**config.mk**
```make
export PLATFORM = sky130hd
export DESIGN_NAME = console_in_fifo
export DESIGN_NICKNAME = d
export VERILOG_FILES = /design/src/rtl/console_in_fifo.sv
export SDC_FILE = /design/constraint.sdc
export NUM_CORES = 1
export LEC_CHECK = 0
export CAP_MARGIN = 20
export CORE_ASPECT_RATIO = 1.2
export CORE_MARGIN = 4
export CORE_UTILIZATION = 40
export DETAILED_ROUTE_END_ITERATION = 8
export PLACE_DENSITY = 0.56
export SYNTH_ARGS = -nofsm -noshare
export SYNTH_HDL_FRONTEND = slang
export SYNTH_SLANG_ARGS = --single-unit
```
**constraint.sdc**
```tcl
create_clock -name CLK -period 2.7 [get_ports CLK]
set_input_delay 0.54 -clock CLK [delete_from_list [all_inputs] [get_ports CLK]]
set_output_delay 0.54 -clock CLK [all_outputs]
set_load 0.05 [all_outputs]
```
**src/rtl/console_in_fifo.sv**
```systemverilog
// console_in_fifo: byte queue between the UART receiver and the
// Wrapper console input, presenting bytes with a four-phase ack.
module console_in_fifo #(
    parameter int DEPTH  = 8,
    parameter int ADDR_W = 3
) (
    input  logic              CLK,
    input  logic              RESETn,
    input  logic [7:0]        RX_DATA,
    input  logic              RX_VALID,
    output logic [7:0]        CONSOLE_IN,
    output logic              CONSOLE_IN_valid,
    input  logic              CONSOLE_IN_ack,
    output logic [ADDR_W:0]   COUNT,
    output logic              FULL,
    output logic              OVERFLOW
);

    typedef enum logic [1:0] {
        IDLE,
        PRESENT,
        WAIT_ACK_LOW
    } state_t;

    localparam logic [ADDR_W:0]   FULL_CNT = (ADDR_W+1)'(DEPTH);
    localparam logic [ADDR_W:0]   CNT_ONE  = 1;
    localparam logic [ADDR_W-1:0] PTR_ONE  = 1;

    state_t state, state_d;

    logic [7:0]        mem [DEPTH];
    logic [ADDR_W-1:0] wr_ptr, rd_ptr;
    logic              load, pop, wr_en, drop;

    // A full FIFO still accepts a byte when the head leaves on the same edge
    assign wr_en = RX_VALID && (!FULL || pop);
    assign drop  = RX_VALID && FULL && !pop;

    // Handshake state register
    always_ff @(posedge CLK or negedge RESETn) begin
        if (!RESETn) state <= IDLE;
        else         state <= state_d;
    end

    // Next state plus load/pop strobes; a present waits for ack low so a stale ack is ignored
    always_comb begin
        state_d = state;
        load    = 1'b0;
        pop     = 1'b0;
        unique case (state)
            IDLE: begin
                if (COUNT != '0 && !CONSOLE_IN_ack) begin
                    load    = 1'b1;
                    state_d = PRESENT;
                end
            end
            PRESENT: begin
                if (CONSOLE_IN_ack) begin
                    pop     = 1'b1;
                    state_d = WAIT_ACK_LOW;
                end
            end
            WAIT_ACK_LOW: begin
                if (!CONSOLE_IN_ack) state_d = IDLE;
            end
            default: state_d = IDLE;
        endcase
    end

    // Byte storage; contents need no reset
    always_ff @(posedge CLK) begin
        if (wr_en) mem[wr_ptr] <= RX_DATA;
    end

    // Pointers, occupancy, full and sticky overflow
    always_ff @(posedge CLK or negedge RESETn) begin
        if (!RESETn) begin
            wr_ptr   <= '0;
            rd_ptr   <= '0;
            COUNT    <= '0;
            FULL     <= 1'b0;
            OVERFLOW <= 1'b0;
        end else begin
            if (wr_en) wr_ptr <= wr_ptr + PTR_ONE;
            if (pop)   rd_ptr <= rd_ptr + PTR_ONE;
            if (wr_en && !pop) begin
                COUNT <= COUNT + CNT_ONE;
                FULL  <= (COUNT + CNT_ONE) == FULL_CNT;
            end else if (pop && !wr_en) begin
                COUNT <= COUNT - CNT_ONE;
                FULL  <= 1'b0;
            end
            if (drop) OVERFLOW <= 1'b1;
        end
    end

    // Registered console outputs; data holds its last value after the pop
    always_ff @(posedge CLK or negedge RESETn) begin
        if (!RESETn) begin
            CONSOLE_IN       <= 8'h00;
            CONSOLE_IN_valid <= 1'b0;
        end else if (load) begin
            CONSOLE_IN       <= mem[rd_ptr];
            CONSOLE_IN_valid <= 1'b1;
        end else if (pop) begin
            CONSOLE_IN_valid <= 1'b0;
        end
    end

endmodule

```
Yosys cells after proc, flatten, opt, wreduce, memory -nomap -nowiden --
Memories as Yosys holds them, arrays and structs flattened. A register that Yosys moved wholly into a read port is not among the register bits. Cells that the tools add are included.
Operators by class: add/sub/neg operators 4, $mul 0, div/mod/pow operators 0, magnitude comparators 0, equal/unequal tests 6, shift operators 0, muxes and demuxes 16, bitwise logic cells 0, reductions and logical operators 17
Operators by type and width (number):
- 2-to-1 mux 1 bit | 10
- 2-to-1 mux 4 bit | 2
- adder 3 x 1 -> 3 bit (second input constant) | 2
- logical AND 1 bit | 6
- 2-to-1 mux 2 bit | 3
- != test 2 bit (second input constant) | 3
- case mux 2 bit (3 select lines) | 1
- logical NOT 1 bit | 5
- adder 4 x 1 -> 4 bit (second input constant) | 1
- == test 4 bit (second input constant) | 1
- nonzero test 2 bit | 2
- nonzero test 4 bit | 1
- subtractor 4 x 1 -> 4 bit (second input constant) | 1
- AND reduction 3 bit | 1
- == test 2 x 1 -> 1 bit (second input constant) | 1
- == test 2 bit (second input constant) | 1
- logical NOT 2 bit | 1
- logical OR 1 bit | 1
Storage, ports and cells: register bits 15, latch bits 0, memory bits (writable) 64, memory bits (read-only) 0, bits of input ports 12, output and inout port bits 15, logic and storage cells 51, memories 1
Memories:
- mem | words 8, bits a word 8, rd ports 1, clocked after Yosys merged registers in 1, write ports 1, line 31 | logic [7:0] mem [DEPTH];

Depth between registers and ports, before layout --
depth in word-level cells 8, depth in mapped cells 8, gate-level depth less buffers 7

Worst setup path after synthesis --
OpenSTA, ideal clock, no wires.
path kind input port to flip-flop, start input port CONSOLE_IN_ack, end register COUNT[3], arrival time 2.206 ns, data required time 2.618 ns, slack 0.412 ns, stages on the path 8, path buffers 1, cells stage by stage and3b_1 -> clkbuf_1 -> o21ai_2 -> inv_1 -> ha_1 -> or4_1 -> a21oi_1 -> xor2_1
On the way: word-level cells in the longest chain between the ends 7, elaborated cells between the ends (all ways) 10, classes of those cells 3 x mux; 7 x reduce/logical
Ends and longest elaborated chain:
- from (decl) | line 13 | input logic CONSOLE_IN_ack,
- 2-to-1 mux 1 bit (*) | line 58 | if (CONSOLE_IN_ack) begin
- 2-to-1 mux 1 bit (*) | line 50 | unique case (state)
- logical OR 1 bit (*) | line 36 | assign wr_en = RX_VALID && (!FULL || pop);
- logical AND 1 bit (*) | line 36
- via wr_en | line 33 | logic load, pop, wr_en, drop;
- logical NOT 1 bit | line 89 | end else if (pop && !wr_en) begin
- logical AND 1 bit | line 89
- nonzero test 2 bit (no line)
- to (signal assigned) | line 87 | COUNT <= COUNT + CNT_ONE;
- to (signal assigned) | line 90 | COUNT <= COUNT - CNT_ONE;
- to (decl) | line 14 | output logic [ADDR_W:0] COUNT,
Mark *: on every way through the listed nets, which the timed path passes. The rest lies on a longest branch. A chain may end at the register's enable or synchronous reset.

Worst setup path after layout --
Ends and elaborated chain as after synthesis.

==> results.md <==
* Status: finished clean
* Worst hold endpoint: OVERFLOW
* Largest net degree at the start of global routing at 35
* Post-synth ARST share at 0.264
* # diodes at 0
* Mean Syn Cell Area at 15.7 um2
* All-layer global routing usage at 0.144
* Worst min path class: register to register
* Lkg Pwr at 1.56 nW
* MaxCap Viol Count at 0
* Peak Freq at 0.442 GHz
* Synth top area share at 0.531
* Max-slew violation count at 0
* Worst Tran Pin Value at 0.751 ns
* Core Area at 8700 um2
* Cts hold-fix bufs at 0
* RSZ-0062 raised after global routing: no
* Top delay family on crit path: simple AND/OR/NAND/NOR gates
* Site Rows at 37
* Post-Route WL at 7170 um
* Synth Register Bits at 87
* Crit Path Category: input pin to register
* Accumulated negative setup slack at 0 ns
* DRT iter0 DRCs at 130
* Setup Buffers After CTS at 0
* Critical path data arrival time at 2.55 ns
* CP bufs+invs at 2
* Clock slew at reported path FFs at 0.09 ns
* Max incr delay on CP at 0.53 ns
* Number of flops mapped to enable cells by yosys at 64
* Compound-Gate Fraction of Synth Area at 0.0934
* Synth area leaders: edfxtp_1 (53%), dfrtp_1 (16%), mux2_2 (5.3%)
* Worst clock skew at 0.0161 ns
* IO Count at 27
* Largest area contributor in the netlist: edfxtp_1
* Mux contribution to synthesized area at 0.100
* Layout Nets at 293
* TritonCTS clock tree: yes
* Reg2Reg Setup Slack at 0.57 ns
* Most frequent cell after synthesis: edfxtp_1
* H-Tree Depth at 3
* Hold Crit Start: OVERFLOW
* Vias in the first global route at 2072
* Adder-cell share of the synthesized area at 0.0242
* Initial Util at 0.415
* Ordered cell list for the critical path: clkdlybuf4s50_1, and3b_1, o21ai_2, inv_1, ha_1, or4_1, a21oi_1, xor2_1
* Simple-Gate Fraction of Synth Area at 0.0495
* Die area at 10600 um2
* CP Max Fanout at 4
* Cts repair resizes at 0
* Setup Viol. Count Final at 0
* CTS sink count at 87
* HPWL Detailed at 4620 um
* DRT antenna net count at 0
* Slew margin rel. at 0.498
* Post-DP Area at 4110 um2
* Number of port buffers at 26
* Yosys Warn Count at 0
* Critical Path Sink Type: register
* Netlist Area Pre-Place at 3620 um2
* Area Growth Syn to Fin at 18.5%
* Initial antenna violation count at 0
* Syn Inst Count at 230
* Xor/xnor share of the synthesized area at 0.0218
* Hold Violations, Final at 0
* Synthesized Nets at 249
* Drt first pass iters at 4
* Seq/Total Area, Yosys at 0.691
* Overflow left after global routing at 0
* DR WL/cell at 18.1 um
* Fin area at 4280 um2
* Cell variety after synth at 38
* First-pass GRT wire length at 11200 um
* DIE WIDTH at 94.8 um
* Top cells by count, synth: edfxtp_1 (64), dfrtp_1 (23), mux2_2 (17), mux2i_1 (17)
* Filler cells at 779
* CTS Buffer Depth at 2
* GP Congestion at 0.759
* Ys flop type: edfxtp_1
* Final min period at 2.26 ns
* Main combinational cell family by area after synthesis: multiplexers
* Layout cells sized above 1 at 0.219
* Die Y at 112 um
* Max IR drop VDD at 0.000405 V
* CP max-delay cell: or4_1
* Worst Setup Start Kind: input pin
* Worst Path Required at 2.99 ns
* Residual DRC at 0
* Reg2Reg Depth at 6
* Hold Path Stages at 1
* Tcrit/Tclk final at 0.837
* CTS buffer count at 9
* Worst r2r src: COUNT[0]
* Power Density at 1100 nW/um2
* Vias at 2004
* Vias per cell at 5.06
* CTS root buf: clkbuf_8
* Worst-Skew Late Latency at 0.37 ns
* Reg-to-reg endpoint: CONSOLE_IN[6]
## final cells by class
class / instances / area [um2] / share of cell area
clock inverters: 7 / 55.1 / 0.0129
multi-input cells: 127 / 1050 / 0.245
flip-flops and latches: 87 / 2500 / 0.583
well taps: 117 / 146 / 0.0342
inverters: 6 / 22.5 / 0.00526
clock buffers: 9 / 124 / 0.0289
repair buffers: 43 / 388 / 0.0905
## per-stage QoR
stage          cells   util  hold slack [ns]  setup slack, ns  power [W]
5_1_grt          396  0.492            0.509            0.326    0.00501
2_1_floorplan    230      -            0.244            0.412    0.00332
3_5_place_dp     380  0.472            0.462           0.0615    0.00395
6_report         396  0.492            0.474            0.440    0.00472
4_1_cts          396  0.492            0.481            0.412    0.00479
3_3_place_gp     380  0.472            0.458            0.120    0.00393
## where the power goes
group | total (W) | leakage, nW | internal [W] | switching, W
combinational | 0.00192 | 0.620 | 0.000781 | 0.00114
clock | 0.000838 | 0.0818 | 0.000344 | 0.000494
sequential | 0.00196 | 0.861 | 0.00175 | 0.000209
## cell families (layout without fill, tap and decap cells)
group	Yosys count	count (layout)
XOR/XNOR	9	9
AND/OR/NAND/NOR	34	34
AO/OA/AOI/OAI	43	43
buffers and inverters	16	65
multiplexers	34	34
flip-flops	87	87
adder cells (fa/ha/maj)	7	7
## worst reg2reg max path, stage by stage (launching register included)
cell,delay (ns)
dfrtp_1,0.48
inv_1,0.09
ha_1,0.16
nor3b_2,0.52
or2_0,0.43
buf_4,0.25
o31ai_2,0.08
## registers in the layout (all words and copies together), names as in the netlist
register          count
FULL                  1
CONSOLE_IN            8
OVERFLOW              1
mem                  64
CONSOLE_IN_valid      1
state                 2
COUNT                 4
wr_ptr                3
rd_ptr                3
## worst max path at each step
stage / cells past startpoint / startpoint / to
after floorplan: 8 / CONSOLE_IN_ack / COUNT[3]
after global placement: 8 / CONSOLE_IN_ack / COUNT[3]
after detailed placement: 8 / CONSOLE_IN_ack / COUNT[3]
after CTS: 1 / COUNT[2] / COUNT[2]
after global routing: 8 / CONSOLE_IN_ack / COUNT[3]
final: 8 / CONSOLE_IN_ack / COUNT[3]
## placed cells by master, fill, tap and decap left out, drive strengths merged, types with 9 or more instances in the layout
cell type	n
nand2	10
dfrtp	23
clkdlybuf4s50	26
o31ai	9
mux2i	17
mux2	17
clkbuf	9
inv	9
o21ai	11
edfxtp	64
buf	17
## layer usage
layer,up-vias,track usage,part of all wire
met5,-,0,0
li1,964,-,-
met1,976,0.175,0.41
met3,13,0.0282,0.055
met2,51,0.241,0.51
met4,0,0.0722,0.023
Note: power is estimated with default switching activity, not from simulation.
==> variant 1, RTL diff (config.mk and constraints unchanged) <==
The parameter `DEPTH` goes from 8 to 16.
--- a/src/rtl/console_in_fifo.sv
+++ b/src/rtl/console_in_fifo.sv
@@ -2,5 +2,5 @@
 // Wrapper console input, presenting bytes with a four-phase ack.
 module console_in_fifo #(
-    parameter int DEPTH  = 8,
+    parameter int DEPTH  = 16,
     parameter int ADDR_W = 3
 ) (
Behaviour: not the same (a bounded check fails within 10 cycles, from zero or initial values and one cycle with RESETn low).
==> variant 1 against the unedited design <==
Area after synthesis increased by 0.21%. Setup slack got worse by 0.027 ns. Clock skew decreased by 0.0086 ns. First-iteration DRC count decreased by 19%. Die area increased by 0.19%. Global-route usage increased by 0.51 points. Routed wire length increased by 1.9%. Sequential cell count unchanged. Design area increased by 1.1%. Via count increased by 1.0%. Synthesized cell count increased by 0.43%. Total power increased by 3.1%. Critical path depth decreased by 7. Clock power increased by 6.8%.
==> variant 1: results (changes against the unedited design) <==
register area share after synthesis = 68.9% (-0.14 points)
Compound-Gate Fraction of Synth Area = 9.01% (-0.33 points)
largest net degree at the start of global routing = 35 (unchanged)
top cells by count, synth = 64 x edfxtp_1, 23 x dfrtp_1, 17 x mux2_2, 17 x mux2i_1, 13 x nand2_1
clock buffer count from CTS = 9 (unchanged)
peak supply drop = 389 µV (-4.0%)
DP HPWL = 4710 µm (+1.9%)
Clock Pin Slew Worst Setup and Hold Paths = 0.09 ns (about the same)
Setup Buffers After CTS = 0 (unchanged)
total track usage = 14.9% (+0.51 points)
CP max stage cell = clkdlybuf4s50_1
worst-skew pair later-pin latency = 0.35 ns (-0.02 ns)
Crit Reg-Reg Endpoint = COUNT[3]$_DFFE_PN0P_
initial antenna violation count = 0 (unchanged)
Root Buffer = clkbuf_8
Adder-Cell Fraction of Synth Area = 2.42% (-0.0050 points)
Buffers on Ports = 26 (unchanged)
Critical Path Fanout Max = 7 (+3)
top flop regs = mem x64, CONSOLE_IN x8, COUNT x4
Placed Area = 0.00414 mm² (+0.73%)
Ys Warns = 0 (unchanged)
clk buf depth = 2 (unchanged)
Clock Skews = 0.00759 ns (-0.00855 ns)
cell depth of the worst hold path = 2 (+1)
CTS H-tree depth = 3 (unchanged)
synth unique cells = 38 (unchanged)
post-synthesis mux area share = 9.98% (-0.021 points)
Slew headroom = 47.8% (-2.0 points)
slowest stage delay, CP = 0.87 ns (+0.34 ns)
crit path DAT = 1.75 ns (-0.80 ns)
depth of the most critical reg-to-reg path = 7 (+1)
Final GP Congestion = 0.743 (-2.0%)
1st-pass router iterations = 4 (unchanged)
static leakage = 1.61 nW (+3.1%)
Synth Net Count = 250 (+0.40%)
min-delay worst type = reg -> reg
Crit path max-delay family = buffers and inverters
first-pass GRT wire length = 11500 µm (+2.7%)
R2R Setup Slk = 0.71 ns (+0.14 ns)
Synth Flop Type = edfxtp_1
fin nets = 297 (+1.4%)
post-CTS sizing = 0 (unchanged)
Reg2Reg Launch Point = state[0]$_DFFE_PN0P_
CP startpoint = COUNT[2]$_DFFE_PN0P_
Routed wire per std cell = 18.3 µm (+0.85%)
initial DRC count = 105 (-19%)
status = complete, no violations
Post-Synth XOR/XNOR Area = 2.42% (+0.24 points)
largest cells by area after synthesis = edfxtp_1 53%, dfrtp_1 16%, mux2_2 5.3%, mux2i_1 4.7%, o31ai_2 2.8%
via count = 2024 (+1.0%)
Synth async-reset ratio = 26.4% (unchanged)
Post-synth EDFFs = 64 (unchanged)
share of layout cells above drive strength 1 = 23.3% (+1.5 points)
Critical Path End = COUNT[2]
antenna fix cells = 0 (unchanged)
-- variant 1: final cells by class --
class / count / area (µm²)
Multi-Input combinational cell: 128 / 1060
Fill cell: 798 / 4370
Inverter: 6 / 22.5
Timing Repair Buffer: 46 / 410
Clock buffer: 9 / 124
Tap cell: 117 / 146
Clock inverter: 7 / 70.1
Sequential cell: 87 / 2500
-- variant 1: cells by family (layout without fill, tap and decap cells) --
kind of cell | count (synthesis) | in the layout
XOR/XNOR | 10 | 10
buffers and inverters | 16 | 68
flip-flops | 87 | 87
adder cells (fa/ha/maj) | 7 | 7
AND/OR/NAND/NOR | 36 | 36
AO/OA/AOI/OAI | 41 | 41
multiplexers | 34 | 34
-- variant 1: per-stage QoR --
stage          hold slack, ns  std cells  power (mW)  worst slack (ns)
2_1_floorplan           0.244        231        3.36             0.423
3_3_place_gp            0.467        384        4.01             0.146
3_5_place_dp            0.471        384        4.03             0.115
4_1_cts                 0.491        400        4.93             0.376
5_1_grt                 0.519        400        5.14             0.323
6_report                0.485        400        4.87             0.413
-- variant 1: metal layers --
layer / global-route usage (%) / routed length [µm] / up-vias
met5: 0 / 0 / -
met4: 6.64 / 118 / 0
met3: 2.68 / 215 / 9
met2: 24.6 / 3730 / 36
met1: 19.0 / 3240 / 1013
li1: - / - / 966
-- variant 1: power breakdown --
| part | total, mW | switching, mW | internal [mW] | leakage, nW |
|---|---|---|---|---|
| clock network | 0.895 | 0.465 | 0.430 | 0.101 |
| registers | 1.98 | 0.225 | 1.76 | 0.861 |
| logic | 1.99 | 1.17 | 0.818 | 0.650 |
| total | 4.87 | 1.86 | 3.00 | 1.61 |
-- variant 1: worst min path at each step --
stage / from / to
after CTS: CONSOLE_IN_valid$_DFFE_PN0P_ / CONSOLE_IN_valid$_DFFE_PN0P_
final: CONSOLE_IN_valid$_DFFE_PN0P_ / CONSOLE_IN_valid$_DFFE_PN0P_
after detailed placement: CONSOLE_IN_valid$_DFFE_PN0P_ / CONSOLE_IN_valid$_DFFE_PN0P_
after global placement: CONSOLE_IN_valid$_DFFE_PN0P_ / CONSOLE_IN_valid$_DFFE_PN0P_
after floorplan: RESETn / CONSOLE_IN[0]$_DFFE_PN0P_
after global routing: CONSOLE_IN_valid$_DFFE_PN0P_ / CONSOLE_IN_valid$_DFFE_PN0P_
==> variant 2, RTL diff (same flow settings) <==
Made on the original files. Register the output `OVERFLOW` once more, with the module's reset; this adds one clock of latency there. The other outputs are not delayed to match.
--- a/src/rtl/console_in_fifo.sv
+++ b/src/rtl/console_in_fifo.sv
@@ -26,4 +26,6 @@
     localparam logic [ADDR_W:0]   CNT_ONE  = 1;
     localparam logic [ADDR_W-1:0] PTR_ONE  = 1;
+
+    logic OVERFLOW_s0;
 
     state_t state, state_d;
@@ -80,5 +82,5 @@
             COUNT    <= '0;
             FULL     <= 1'b0;
-            OVERFLOW <= 1'b0;
+            OVERFLOW_s0 <= 1'b0;
         end else begin
             if (wr_en) wr_ptr <= wr_ptr + PTR_ONE;
@@ -91,5 +93,5 @@
                 FULL  <= 1'b0;
             end
-            if (drop) OVERFLOW <= 1'b1;
+            if (drop) OVERFLOW_s0 <= 1'b1;
         end
     end
@@ -108,4 +110,12 @@
     end
 
+    always_ff @(posedge CLK or negedge RESETn) begin
+        if (!RESETn) begin
+            OVERFLOW <= '0;
+        end else begin
+            OVERFLOW <= OVERFLOW_s0;
+        end
+    end
+
 endmodule
 
Formal check against the unedited RTL: not equivalent (Yosys sat finds a counterexample within 10 cycles, from zero or initial values and one cycle with RESETn low).
==> variant 2 against the unedited design <==
Design area increased by 2.0%. Die area increased by 0.64%. Total power increased by 3.5%. Routed wire length increased by 3.1%. Utilization increased by 0.74 points. Setup slack got worse by 0.023 ns. Critical endpoint unchanged. Area after synthesis increased by 0.69%. Largest power group unchanged. Largest cell class unchanged. Sequential cell count increased by 1. Sequential share of layout area decreased by 0.60 points.
==> variant 2: results (changes against the unedited design) <==
largest cells by area after synthesis = edfxtp_1 53%, dfrtp_1 16%, mux2_2 5.3%, mux2i_1 4.7%, o31ai_2 2.7%
fin nets = 299 (+2.0%)
register area share after synthesis = 69.3% (+0.21 points)
Clock Skews = 0.0122 ns (-0.00399 ns)
initial DRC count = 87 (-33%)
WHS Endpoint = OVERFLOW$_DFF_PN0_
Slew headroom = 51.5% (+1.7 points)
status = complete, no violations
vias in the first global route = 2150 (+3.8%)
fin cells = 402 (+1.5%)
Fillers = 744 (-4.5%)
depth of the most critical reg-to-reg path = 7 (+1)
Gate Count Post-Synth = 231 (+0.43%)
via count = 2060 (+2.8%)
met1 Use GR = 20.1% (+2.6 points)
crit path DAT = 2.57 ns (+0.02 ns)
Crit Reg-Reg Endpoint = COUNT[3]$_DFFE_PN0P_
met2 Use GR = 24.1% (+0.065 points)
first-pass GRT wire length = 11800 µm (+5.4%)
Routed wire per std cell = 18.4 µm (+1.6%)
Final GP Congestion = 0.760 (+0.24%)
Worst Hold Launch = OVERFLOW_s0$_DFFE_PN0P_
cell depth of the worst hold path = 0 (-1)
total track usage = 15.2% (+0.77 points)
dpl cells = 386 (+1.6%)
static leakage = 1.62 nW (+3.8%)
share of layout cells above drive strength 1 = 23.5% (+1.6 points)
R2R Setup Slk = 0.67 ns (+0.10 ns)
## variant 2: worst max-delay path by stage
stage	slack [ns]	from	to	cells past startpoint
6_report	0.42	CONSOLE_IN_ack	COUNT[3]$_DFFE_PN0P_	8
4_1_cts	0.42	CONSOLE_IN_ack	COUNT[3]$_DFFE_PN0P_	8
3_5_place_dp	0.05	CONSOLE_IN_ack	COUNT[3]$_DFFE_PN0P_	8
2_1_floorplan	0.41	CONSOLE_IN_ack	COUNT[3]$_DFFE_PN0P_	8
3_3_place_gp	0.07	CONSOLE_IN_ack	COUNT[3]$_DFFE_PN0P_	8
5_1_grt	0.28	CONSOLE_IN_ack	COUNT[3]$_DFFE_PN0P_	8
## variant 2: cells by family after synthesis
group,share of synthesized area [%]
AOI/OAI and AO/OA,9.28
xor gates and xnor gates,2.16
adders and majority gates,2.41
buffers and inverters,2.03
DFF,69.3
muxes,9.93
and+or+nand+nor,4.91
## variant 2: final cells by class
type                    instances  share of cell area [%]
flip-flops and latches         88                    57.7
multi-input cells             127                    24.0
repair buffers                 48                    9.73
well taps                     117                    3.35
clock buffers                   9                    2.83
clock inverters                 7                    1.83
inverters                       6                   0.515
## variant 2: worst max-delay path, cell delays in order
cell and delay, ns:
clkdlybuf4s50_1 0.45, and3b_1 0.26, o21ai_2 0.15, inv_1 0.09, ha_1 0.22, or4_1 0.52
a21oi_1 0.19, xor2_1 0.15
## variant 2: metrics by stage
step / utilization, % / area [µm²] / power (mW) / setup WS [ns] / hold slack, ns
2_1_floorplan: - / 3640 / 3.34 / 0.412 / 0.244
3_3_place_gp: 47.6 / 4170 / 3.99 / 0.0743 / 0.361
3_5_place_dp: 47.6 / 4170 / 4.01 / 0.0529 / 0.367
4_1_cts: 50.0 / 4370 / 4.94 / 0.424 / 0.388
5_1_grt: 50.0 / 4370 / 5.15 / 0.281 / 0.398
6_report: 50.0 / 4370 / 4.89 / 0.417 / 0.382
## variant 2: report_power, final
part | total [mW] | internal (mW) | switching (mW)
Sequential | 1.99 | 1.77 | 0.212
Clock | 0.931 | 0.439 | 0.492
Combinational | 1.97 | 0.810 | 1.16
## variant 2: layer usage
metal,wire length (µm),share of wire [%]
met3,272,3.7
met5,0,0
met2,3600,49
met1,3380,46
met4,140,1.9
